`src/rtl/prom_loader.sv`:
```
// prom_loader: receives a PROM image over a UART 8N1 link and writes it into a
// 32-bit wide PROM, one word per four received bytes (little-endian packing).
//
// Parameters:
//   CLKS_PER_BIT  clk cycles per UART bit period (4..65535)
//   ADDR_W        PROM address width, depth 2**ADDR_W words
//
// Ports:
//   clk        sole clock, rising edge
//   rst_n      asynchronous active-low reset
//   rx         UART serial input, idle high, asynchronous to clk
//   start      one-cycle pulse that begins or restarts a load
//   we         PROM write enable, one cycle per word
//   addr       PROM write address
//   din        PROM write data
//   busy       load in progress
//   done       last word written, held until the next start
//   frame_err  sticky: a byte with a low stop bit was seen
//   cksum_err  sticky: a word failed its checksum (0 when compiled out)
//
// Build option:
//   PROM_LOADER_CKSUM_EN  each word carries a fifth byte, the XOR of the four
//                         data bytes; mismatching words are not written.

module prom_loader #(
    parameter int unsigned CLKS_PER_BIT = 104,
    parameter int unsigned ADDR_W       = 11
) (
    input  logic              clk,
    input  logic              rst_n,
    input  logic              rx,
    input  logic              start,
    output logic              we,
    output logic [ADDR_W-1:0] addr,
    output logic [31:0]       din,
    output logic              busy,
    output logic              done,
    output logic              frame_err,
    output logic              cksum_err
);

    localparam logic [15:0]       BIT_LAST  = 16'(CLKS_PER_BIT - 1);
    localparam logic [15:0]       HALF_LAST = 16'(CLKS_PER_BIT / 2 - 1);
    localparam logic [ADDR_W-1:0] ADDR_LAST = '1;
`ifdef PROM_LOADER_CKSUM_EN
    localparam logic [2:0]        IDX_LAST  = 3'd4;
`else
    localparam logic [2:0]        IDX_LAST  = 3'd3;
`endif

    typedef enum logic [1:0] {IDLE, START, DATA, STOP} rx_state_t;

    rx_state_t         r_state;
    logic              r_rx_s1;
    logic              r_rx_s2;
    logic              r_rx_prev;
    logic [15:0]       r_cnt;
    logic [2:0]        r_bit_cnt;
    logic [7:0]        r_shift;
    logic              r_byte_vld;
    logic              r_frame_bad;

    logic              r_we;
    logic [ADDR_W-1:0] r_addr;
    logic [31:0]       r_din;
    logic              r_busy;
    logic              r_done;
    logic              r_frame_err;
    logic [2:0]        r_idx;
`ifdef PROM_LOADER_CKSUM_EN
    logic [7:0]        r_xor;
    logic              r_cksum_err;
`endif

    // Receiver: synchronizer, edge detect and bit-timing FSM. Runs regardless
    // of start so a byte in flight is never cut short by a restart.
    always_ff @(posedge clk or negedge rst_n) begin
        if (!rst_n) begin
            r_rx_s1     <= 1'b1;
            r_rx_s2     <= 1'b1;
            r_rx_prev   <= 1'b1;
            r_state     <= IDLE;
            r_cnt       <= '0;
            r_bit_cnt   <= '0;
            r_shift     <= '0;
            r_byte_vld  <= 1'b0;
            r_frame_bad <= 1'b0;
        end else begin
            r_rx_s1     <= rx;
            r_rx_s2     <= r_rx_s1;
            r_rx_prev   <= r_rx_s2;
            r_byte_vld  <= 1'b0;
            r_frame_bad <= 1'b0;
            case (r_state)
                IDLE: begin
                    r_cnt     <= '0;
                    r_bit_cnt <= '0;
                    if (r_rx_prev && !r_rx_s2)
                        r_state <= START;
                end
                START: begin
                    if (r_cnt == HALF_LAST) begin
                        r_cnt   <= '0;
                        // rx back high at mid start bit: treat as a glitch
                        r_state <= r_rx_s2 ? IDLE : DATA;
                    end else begin
                        r_cnt <= r_cnt + 16'd1;
                    end
                end
                DATA: begin
                    if (r_cnt == BIT_LAST) begin
                        r_cnt   <= '0;
                        r_shift <= {r_rx_s2, r_shift[7:1]};
                        if (r_bit_cnt == 3'd7) begin
                            r_bit_cnt <= '0;
                            r_state   <= STOP;
                        end else begin
                            r_bit_cnt <= r_bit_cnt + 3'd1;
                        end
                    end else begin
                        r_cnt <= r_cnt + 16'd1;
                    end
                end
                STOP: begin
                    if (r_cnt == BIT_LAST) begin
                        r_cnt   <= '0;
                        r_state <= IDLE;
                        if (r_rx_s2)
                            r_byte_vld  <= 1'b1;
                        else
                            r_frame_bad <= 1'b1;
                    end else begin
                        r_cnt <= r_cnt + 16'd1;
                    end
                end
                default: r_state <= IDLE;
            endcase
        end
    end

    // Loader: packs accepted bytes into words and sequences PROM writes.
    // start takes priority over any byte delivered in the same cycle.
    always_ff @(posedge clk or negedge rst_n) begin
        if (!rst_n) begin
            r_we        <= 1'b0;
            r_addr      <= '0;
            r_din       <= '0;
            r_busy      <= 1'b0;
            r_done      <= 1'b0;
            r_frame_err <= 1'b0;
            r_idx       <= '0;
`ifdef PROM_LOADER_CKSUM_EN
            r_xor       <= '0;
            r_cksum_err <= 1'b0;
`endif
        end else begin
            r_we <= 1'b0;
            if (start) begin
                r_busy      <= 1'b1;
                r_done      <= 1'b0;
                r_addr      <= '0;
                r_idx       <= '0;
                r_frame_err <= 1'b0;
`ifdef PROM_LOADER_CKSUM_EN
                r_cksum_err <= 1'b0;
`endif
            end else begin
                if (r_frame_bad)
                    r_frame_err <= 1'b1;
                // address advances the cycle after a write; last write ends the load
                if (r_we) begin
                    if (r_addr == ADDR_LAST) begin
                        r_busy <= 1'b0;
                        r_done <= 1'b1;
                    end else begin
                        r_addr <= r_addr + 1'b1;
                    end
                end
                if (r_byte_vld && r_busy) begin
                    if (r_idx == IDX_LAST) begin
                        r_idx <= '0;
`ifdef PROM_LOADER_CKSUM_EN
                        if (r_shift == r_xor)
                            r_we <= 1'b1;
                        else
                            r_cksum_err <= 1'b1;
`else
                        r_din[31:24] <= r_shift;
                        r_we         <= 1'b1;
`endif
                    end else begin
                        r_din[{r_idx[1:0], 3'b000} +: 8] <= r_shift;
                        r_idx <= r_idx + 3'd1;
`ifdef PROM_LOADER_CKSUM_EN
                        r_xor <= (r_idx == 3'd0) ? r_shift : (r_xor ^ r_shift);
`endif
                    end
                end
            end
        end
    end

    assign we        = r_we;
    assign addr      = r_addr;
    assign din       = r_din;
    assign busy      = r_busy;
    assign done      = r_done;
    assign frame_err = r_frame_err;
`ifdef PROM_LOADER_CKSUM_EN
    assign cksum_err = r_cksum_err;
`else
    assign cksum_err = 1'b0;
`endif

endmodule

```
`config.mk`:
```
export PLATFORM = sky130hd
export DESIGN_NAME = prom_loader
export DESIGN_NICKNAME = d
export VERILOG_FILES = /design/src/rtl/prom_loader.sv
export SDC_FILE = /design/constraint.sdc
export NUM_CORES = 1
export LEC_CHECK = 0
export CAP_MARGIN = 20
export CORE_UTILIZATION = 49
export DETAILED_ROUTE_END_ITERATION = 10
export PLACE_DENSITY = 0.83
export SYNTH_ARGS = -nofsm -noshare
export SYNTH_HDL_FRONTEND = slang
export SYNTH_SLANG_ARGS = --single-unit
```
`constraint.sdc`:
```
create_clock -name clk -period 5.22 [get_ports clk]
set_input_delay 0.783 -clock clk [delete_from_list [all_inputs] [get_ports clk]]
set_output_delay 0.783 -clock clk [all_outputs]
set_load 0.02 [all_outputs]
```
# [After elaboration in Yosys (flattened, before gate mapping)]
# Index checks and enable logic that the tools add are counted.
[op_classes] n_lt_le_gt_ge=0 mux=38 n_eq_ne=14 n_reduce_logical=17 n_mul=0 shift=2 add_sub_neg=5 bitwise_logic=2 n_div=0
[op_table] cell="case mux 16 bit (3 select lines)" n=1
[op_table] cell="2-to-1 mux 11 bit" n=3
[op_table] cell="bitwise mux 32 bit" n=1
[op_table] cell="2-to-1 mux 16 bit" n=2
[op_table] cell="variable shift 8 x 7 -> 32 bit, first input constant" n=1
[op_table] cell="indexed part select 8 x 7 -> 32 bit" n=1
[op_table] cell="2-to-1 mux 1 bit" n=17
[op_table] cell="adder 16 x 1 -> 16 bit, second input constant" n=1
[op_table] cell="equality test 16 x 6 -> 1 bit, second input constant" n=1
[op_table] cell="equality test 16 x 7 -> 1 bit, second input constant" n=1
[op_table] cell="2-to-1 mux 3 bit" n=5
[op_table] cell="2-to-1 mux 2 bit" n=6
[op_table] cell="!= test 2 bit, second input constant" n=6
[op_table] cell="adder 11 x 1 -> 11 bit, second input constant" n=1
[op_table] cell="equality test 11 bit, second input constant" n=1
[op_table] cell="AND reduction 2 bit" n=5
[op_table] cell="nonzero test 2 bit" n=5
[op_table] cell="2-to-1 mux 8 bit" n=1
[op_table] cell="case mux 2 bit (4 select lines)" n=1
[op_table] cell="negator 5 -> 7 bit" n=1
[op_table] cell="adder 3 x 1 -> 3 bit, second input constant" n=2
[op_table] cell="case mux 3 bit (2 select lines)" n=1
[op_table] cell="AND reduction 5 bit" n=1
[op_table] cell="equality test 2 bit, second input constant" n=2
[op_table] cell="other kinds (9)" n=11
[word_totals] out_inout_bits=48 n_memories=0 mem_bits_rw=0 ff_bits=84 romBits=0 latch_bits=0

# [Logic depth before layout (Yosys ltp)]
# Gate-level depths: netlist (run 1).
[logic_depth] depth_word=4 ltp_mapped=6

# [Worst setup path before layout (run 1)]
# OpenSTA, ideal clock, no wires.
[synth_path] kind="input to register" startpoint="input port start" endpoint="register r_din[24] (netlist: din[24])" setup_time_ps=67 stages=4 required_time_ps=5153 setup_slack_ps=3302 t_arrival_ps=1851 path_buffers=1 cell_sequence="clkbuf_1 > nand4b_1 > nor2_1 > a22o_1"
[synth_between] elab_chain_len=2
[synth_lines] item="from (decl)" line_no="32" text="input logic start,"
[synth_lines] item="NOT 1 bit (no line)"
[synth_lines] item="AND reduction 2 bit (no line)"
[synth_lines] item="to (signal assigned)" line_no="188" text="r_din[31:24] <= r_shift;"
[synth_lines] item="to (signal, indexed assignment)" line_no="192" text="r_din[{r_idx[1:0], 3'b000} +: 8] <= r_shift;"
[synth_lines] item="to (decl)" line_no="65" text="logic [31:0] r_din;"
# No other way between the ends.
# A chain may end at the register's enable or synchronous reset.

# [Final worst setup path (run 1)]
[layout_path] startpoint="input port start" endpoint="register r_din[14] (netlist: din[14])"
[layout_between] elab_chain_len=2
[layout_lines] item="NOT 1 bit (no line)"
[layout_lines] item="AND reduction 3 bit (no line)"
# No other way between the ends.

==> results of run 1 <==
[critical path, delay by kind of cell]
family,cells,cell delay [ps]
AOI/OAI and AO/OA,1,130
and+or+nand+nor,2,1280
buffers and inverters,1,860
[power by group through the flow]
stage                     Clock [µW]  Sequential (µW)  Combinational (µW)
final                            470              697                96.8
after global placement             0              709                91.9
after CTS                        480              697                95.9
after floorplan                    0              702                73.7
after global routing             505              701                 112
after detailed placement           0              710                95.3
[placed cells by master (no fill, tap or decap), types with 2 or more instances in the layout]
| cell type | n |
|---|---|
| and2_1 | 3 |
| a21oi_1 | 20 |
| clkbuf_8 | 10 |
| xor2_1 | 9 |
| nor4b_2 | 3 |
| nand4_1 | 6 |
| and3_1 | 2 |
| buf_4 | 3 |
| a311o_1 | 2 |
| ha_1 | 10 |
| mux2i_1 | 2 |
| clkinvlp_4 | 3 |
| or3_1 | 5 |
| nand2_1 | 15 |
| a22oi_1 | 4 |
| a22o_1 | 8 |
| nand3_1 | 34 |
| inv_1 | 33 |
| nor4_1 | 2 |
| xnor2_1 | 7 |
| nor2b_1 | 2 |
| o2111ai_1 | 2 |
| nor3_1 | 7 |
| dfrtp_1 | 81 |
| o211ai_1 | 3 |
| mux2_2 | 8 |
| nor2_1 | 22 |
| o21ai_0 | 28 |
| clkdlybuf4s50_1 | 49 |
| and4_1 | 5 |
| nor3b_1 | 5 |
| dfstp_2 | 3 |
[worst min path at each step]
stage	start	slack (ps)	depth (start not counted)	endpoint
5_1_grt	rst_n	350	1	din[22]
3_3_place_gp	r_rx_s1	350	0	r_rx_s2
6_report	rst_n	340	1	din[22]
2_1_floorplan	r_rx_s1	350	0	r_rx_s2
4_1_cts	r_rx_s1	360	0	r_rx_s2
3_5_place_dp	r_rx_s1	350	0	r_rx_s2
[layer usage]
layer	wire, µm	vias up	GRT usage
li1	-	1401	-
met1	3700	1483	0.278
met2	4140	57	0.345
met3	276	9	0.0497
met4	87	0	0.0712
met5	0	-	0
[flip-flops by register name, summed over array words and instances (netlist names), named ones only]
signal and count:
done 1, r_idx 3, r_shift 8, busy 1, r_state 1, r_rx_s1 1, r_frame_bad 1, r_cnt 16
r_bit_cnt 3, r_rx_prev 1, r_rx_s2 1, addr 11, din 32, frame_err 1, we 1, r_byte_vld 1
[through the flow]
step	cell area (µm²)	setup WS, ps	instances	utilization	total power, µW
3_3_place_gp	4430	2100	501	0.598	801
4_1_cts	4630	2390	517	0.625	1270
6_report	4680	2420	521	0.632	1260
2_1_floorplan	3850	3300	363	-	776
3_5_place_dp	4430	2010	501	0.598	805
5_1_grt	4680	2220	521	0.632	1320
[cell type report]
| type | count | area share |
|---|---|---|
| well taps | 99 | 0.0265 |
| repair buffers | 54 | 0.117 |
| flip-flops and latches | 84 | 0.450 |
| inverters | 33 | 0.0265 |
| multi-input cells | 235 | 0.337 |
| clock buffers | 11 | 0.0302 |
| clock inverters | 5 | 0.0131 |
[cell families (layout without fill, tap and decap cells)]
| logic type | Yosys count | after routing | share of synthesized area |
|---|---|---|---|
| other | 1 | 1 | 0.000973 |
| flip-flops | 84 | 84 | 0.546 |
| XOR/XNOR | 16 | 16 | 0.0364 |
| adder cells (fa/ha/maj) | 10 | 10 | 0.0325 |
| multiplexers | 10 | 10 | 0.0286 |
| AND/OR/NAND/NOR | 120 | 120 | 0.179 |
| AO/OA/AOI/OAI | 78 | 78 | 0.131 |
| buffers and inverters | 44 | 103 | 0.0451 |
==> summary.md, run 1 <==
| Metric | Value |
|---|---|
| Status | `completed` |
| Die height | `90.7 µm` |
| DRC | `0` |
| Htree depth | `3` |
| GP Congestion | `0.816` |
| Diode count | `0` |
| Final hold slack | `340 ps` |
| Post-CTS setup buffer count | `0` |
| CORE AREA | `0.00741 mm²` |
| Power Density | `270 mW/mm²` |
| CP Launch Point | `start` |
| Crit path max fanout | `22` |
| Relative slew slack | `0.275` |
| Detailed Routing Iterations Pass 1 | `5` |
| Final hold viol count | `0` |
| HPWL after DPL | `5.47 mm` |
| Critical path endpoint | `din[14]` |
| Mapped Cells | `between 300 and 400` |
| Vias in the first global route | `2845` |
| Skew-Pair Late Insertion Delay | `between 300 and 400 ps` |
| Pin count of the biggest net entering global routing | `85` |
| Synth cell count leaders | `dfrtp_1 (81), nand3_1 (34), inv_1 (33)` |
| Synthesized Nets | `377` |
| Final worst path period share | `0.537` |
| Vias per inst | `5.66` |
| Final ANT Viol Nets | `0` |
| Mean Syn Cell Area | `10.6 µm²` |
| Cts bufs inserted | `9` |
| Worst setup SP type | `input port` |
| Drt total wl | `8.21 mm` |
| Fraction of layout cells with a size suffix above 1 | `0.0948` |
| Starting DRT DRC Count | `106` |
| Row count | `31` |
| Filler instances | `572` |
| Clock Sinks | `84` |
| Final setup viols | `0` |
| Fmax | `357 MHz` |
| CP Capture Type | `register` |
| Setup_tns | `0 ps` |
| Comb pwr share | `0.077` |
| Unrepaired setup endpoints after global routing | `no` |
| Flop pwr share | `0.552` |
| Yosys top cell by area | `dfrtp_1` |
| Input/output buffers | `50` |
| Crit-path cells | `clkdlybuf4s50_1, nor4b_2, nand3_1, o21ai_0` |
| GRT Overall Usage | `0.212` |
| Area occupied by multi-input gates | `between 0.0015 and 0.002 mm²` |
| Mapped Area | `about 0.0039 mm²` |
| Via count | `2950` |
| Leakage | `0.00206 µW` |
| HP Class | `in -> async` |
| Internal reg-to-reg setup slack | `around 2900 ps` |
| Final Skew | `about 12 ps` |
| Critical Path RT | `between 5000 and 6000 ps` |
| Slowest stage delay, CP | `between 1000 and 1500 ps` |
| Initial Util | `0.520` |
| Top cells by area, synth | `dfrtp_1 (53%), nand3_1 (4.4%), o21ai_0 (3.6%)` |
| Slowest cell on crit path | `nor4b_2` |
| Worst slew pin tran | `around 1100 ps` |
| Wire per inst | `15.8 µm` |
| R2R cell count | `5` |
| Area grow syn2layout | `21.4%` |
| Clock root buffer | `clkbuf_8` |
| Ys flop type | `dfrtp_1` |
| Sequential area share after synthesis | `0.546` |
| Worst flop-to-flop path endpoint | `din[21]` |
| Boundary Pins | `52` |
| Cts hold-fix bufs | `0` |
| Post-synth EDFFs | `0` |
| Fin. max-slew vios | `0` |
| Peak VDD IR | `0.230 mV` |
| Congestion Overflow GR | `0` |
| Clock network power share | `0.372` |
| Sw power | `320 µW` |
| Count leader, synth | `dfrtp_1` |
| Die W | `~90 µm` |
| Post-synth top area share | `0.526` |
| Final Net Count | `431` |
| Initial antenna violation count | `0` |
| Final min period | `around 2800 ps` |
| Clock-pin slew on the worst setup and hold paths | `80 ps` |
| Seq. cell area | `0.00211 mm²` |
| Synth unique cells | `between 50 and 60` |
| Post-synth ARST share | `1.00` |
| Pint | `944 µW` |
| Post-cts sizing count | `0` |
| Synth warn | `0` |
| Worst r2r src | `r_idx[0]` |
| Clock Tree Buf Depth | `2` |
| Kind of critical path | `in -> reg` |
| Global-route wire length before repair | `13.9 mm` |
| Max-Cap Viols | `0` |
| CTS tree | `yes` |
| Synth Register Bits | `84` |
| DIE AREA | `0.00823 mm²` |
| CP arrival | `3070 ps` |
| Switching part of the total power | `0.253` |
Power figures use the tool's default switching activity.
==> run 2, diff against run 1 <==
==> constraint.sdc (replaced) <==
create_clock -name clk -period 2.8 [get_ports clk]
set_input_delay 0.42 -clock clk [delete_from_list [all_inputs] [get_ports clk]]
set_output_delay 0.42 -clock clk [all_outputs]
set_load 0.02 [all_outputs]
==> summary.md, run 2 (synthesized netlist as in run 1, its figures left out) <==
| Metric | Value |
|---|---|
| Hold Path End | `r_rx_s2` |
| Setup WS pre-CTS | `698 ps (-1310 ps)` |
| Crit path max fanout | `10 (-55%)` |
| Flop pwr share | `0.577 (+0.025)` |
| Skew-Pair Late Insertion Delay | `360 ps (about the same)` |
| Clock root buffer | `clkbuf_8` |
| Unrepaired setup endpoints after global routing | `no` |
| GP Congestion | `0.790 (-3.1%)` |
| Congestion Overflow GR | `0 (unchanged)` |
| Input/output buffers | `50 (unchanged)` |
| Clock network power share | `0.340 (-0.032)` |
| Final hold viol count | `0 (unchanged)` |
| Switching part of the total power | `0.268 (+0.0155)` |
| Row count | `31 (unchanged)` |
| Hold Startpoint | `r_rx_s1` |
| Power Density | `479 mW/mm² (+77%)` |
| HP Class | `reg -> reg` |
| Peak VDD IR | `0.344 mV (+49%)` |
| WHS Path Cells | `0` |
| CP Capture Type | `register` |
| Max-Cap Viols | `0 (unchanged)` |
| HPWL after DPL | `5.48 mm (+0.16%)` |
| Drt total wl | `7.94 mm (-3.2%)` |
| Diode count | `0 (unchanged)` |
| DRC | `0 (unchanged)` |
| Final setup viols | `0 (unchanged)` |
| Clock Sinks | `84 (unchanged)` |
| Global-route wire length before repair | `13.5 mm (-2.5%)` |
| Starting DRT DRC Count | `184 (+74%)` |
| CORE AREA | `0.00741 mm² (unchanged)` |
| GRT Overall Usage | `0.208 (-0.00394)` |
| Worst r2r src | `r_cnt[3]` |
| Worst setup SP type | `register` |
| Clock-pin slew on the worst setup and hold paths | `90 ps (about the same)` |
| Final ANT Viol Nets | `0 (unchanged)` |
| Worst slew pin tran | `588 ps (-497 ps)` |
| Wire per inst | `15.0 µm (-4.7%)` |
| Comb pwr share | `0.083 (+0.006)` |
| Leakage | `0.00210 µW (+1.7%)` |
| Relative slew slack | `0.607 (+0.332)` |
| Commonest non-fill, non-tap cell in the layout | `dfrtp_1` |
| Pint | `1650 µW (+75%)` |
| Cts bufs inserted | `9 (unchanged)` |
| Final Net Count | `439 (+1.9%)` |
| Kind of critical path | `reg -> reg` |
| Die height | `90.7 µm (unchanged)` |
| Die W | `90.7 µm (unchanged)` |
| Final Util | `0.636 (+0.00473)` |
| Critical Path RT | `3040 ps (-2450 ps)` |
| Post-cts sizing count | `0 (unchanged)` |
| Filler instances | `596 (+4.2%)` |
| Final hold slack | `364 ps (+23.8 ps)` |
| Internal reg-to-reg setup slack | `690 ps (-2220 ps)` |
| Via count | `2950 (unchanged)` |
| Most frequent cells in the layout | `dfrtp_1 (81), clkdlybuf4s50_1 (49), nand3_1 (34)` |
| Status | `completed` |
| Dpl cell area | `0.00450 mm² (+1.7%)` |
| Setup_tns | `0 ps (unchanged)` |
| Vias per inst | `5.58 (-1.5%)` |
| Boundary Pins | `52 (unchanged)` |
| DIE AREA | `0.00823 mm² (unchanged)` |
| Final instance area | `0.00471 mm² (+0.75%)` |
| Final worst path period share | `0.755` |
| CTS tree | `yes` |
| Final setup margin | `687 ps (-1730 ps)` |
| Fraction of layout cells with a size suffix above 1 | `0.112 (+0.0168)` |
| Htree depth | `3 (unchanged)` |
| Clock Tree Buf Depth | `2 (unchanged)` |
| Final min period | `between 2000 and 2500 ps` |
| Sw power | `606 µW (+90%)` |
| Fmax | `about 470 MHz` |
| Fin. max-slew vios | `0 (unchanged)` |
| CP arrival | `2350 ps (-720 ps)` |
| Final Skew | `14.6 ps (+2.38 ps)` |
| Vias in the first global route | `2832 (-0.46%)` |
| Initial Util | `0.520 (unchanged)` |
| R2R cell count | `5 (unchanged)` |
| Max reg flops | `32 (unchanged)` |
| Pin count of the biggest net entering global routing | `85 (unchanged)` |
| Initial antenna violation count | `0 (unchanged)` |
| Detailed Routing Iterations Pass 1 | `4 (-1)` |
| Area grow syn2layout | `22.3%` |
| Worst flop-to-flop path endpoint | `r_cnt[1]` |
run 2: worst max-delay path by stage:
stage	startpoint	slack, ps	to
floorplan	r_idx[0]	950	din[22]
global placement	r_cnt[3]	790	r_cnt[1]
detailed placement	r_cnt[3]	700	r_cnt[1]
CTS	r_cnt[3]	700	r_cnt[1]
global route	r_cnt[3]	510	r_cnt[1]
finish	r_cnt[3]	690	r_cnt[1]
run 2: what timing repair did:
action / in CTS / in global routing
endpoints found under the hold margin: 0 / 8
hold buffers: 0 / 1
buffers inserted: 0 / 0
run 2: power groups by stage:
stage                     combinational (µW)  sequential (µW)  clock [µW]
final                                    186             1300         768
after global routing                     214             1310         844
after detailed placement                 185             1330           0
after CTS                                184             1300         791
after global placement                   176             1320           0
after floorplan                          137             1310           0
run 2: stage by stage:
step	power (µW)	instances
2_1_floorplan	1450	363
3_3_place_gp	1500	511
3_5_place_dp	1510	511
4_1_cts	2280	527
5_1_grt	2370	529
6_report	2260	529
run 2: metal layers:
layer / share of wire / up-vias / GRT usage
li1: - / 1421 / -
met1: 0.44 / 1463 / 0.288
met2: 0.52 / 62 / 0.321
met3: 0.038 / 4 / 0.0328
met4: 0.0059 / 0 / 0.0954
met5: 0 / - / 0
run 2: area by class of cell:
cell class              instances  area (µm²)  area share
flip-flops and latches         84        2110       0.447
clock buffers                   9         124      0.0263
inverters                      33         124      0.0263
repair buffers                 62         611       0.130
multi-input cells             235        1580       0.334
well taps                      99         124      0.0263
clock inverters                 7        51.3      0.0109
run 2: critical path, stage by stage (launching register included):
cell	delay (ps)
dfrtp_1	450
nor4_2	360
nand4_2	240
o41ai_4	590
buf_4	270
a21boi_0	90
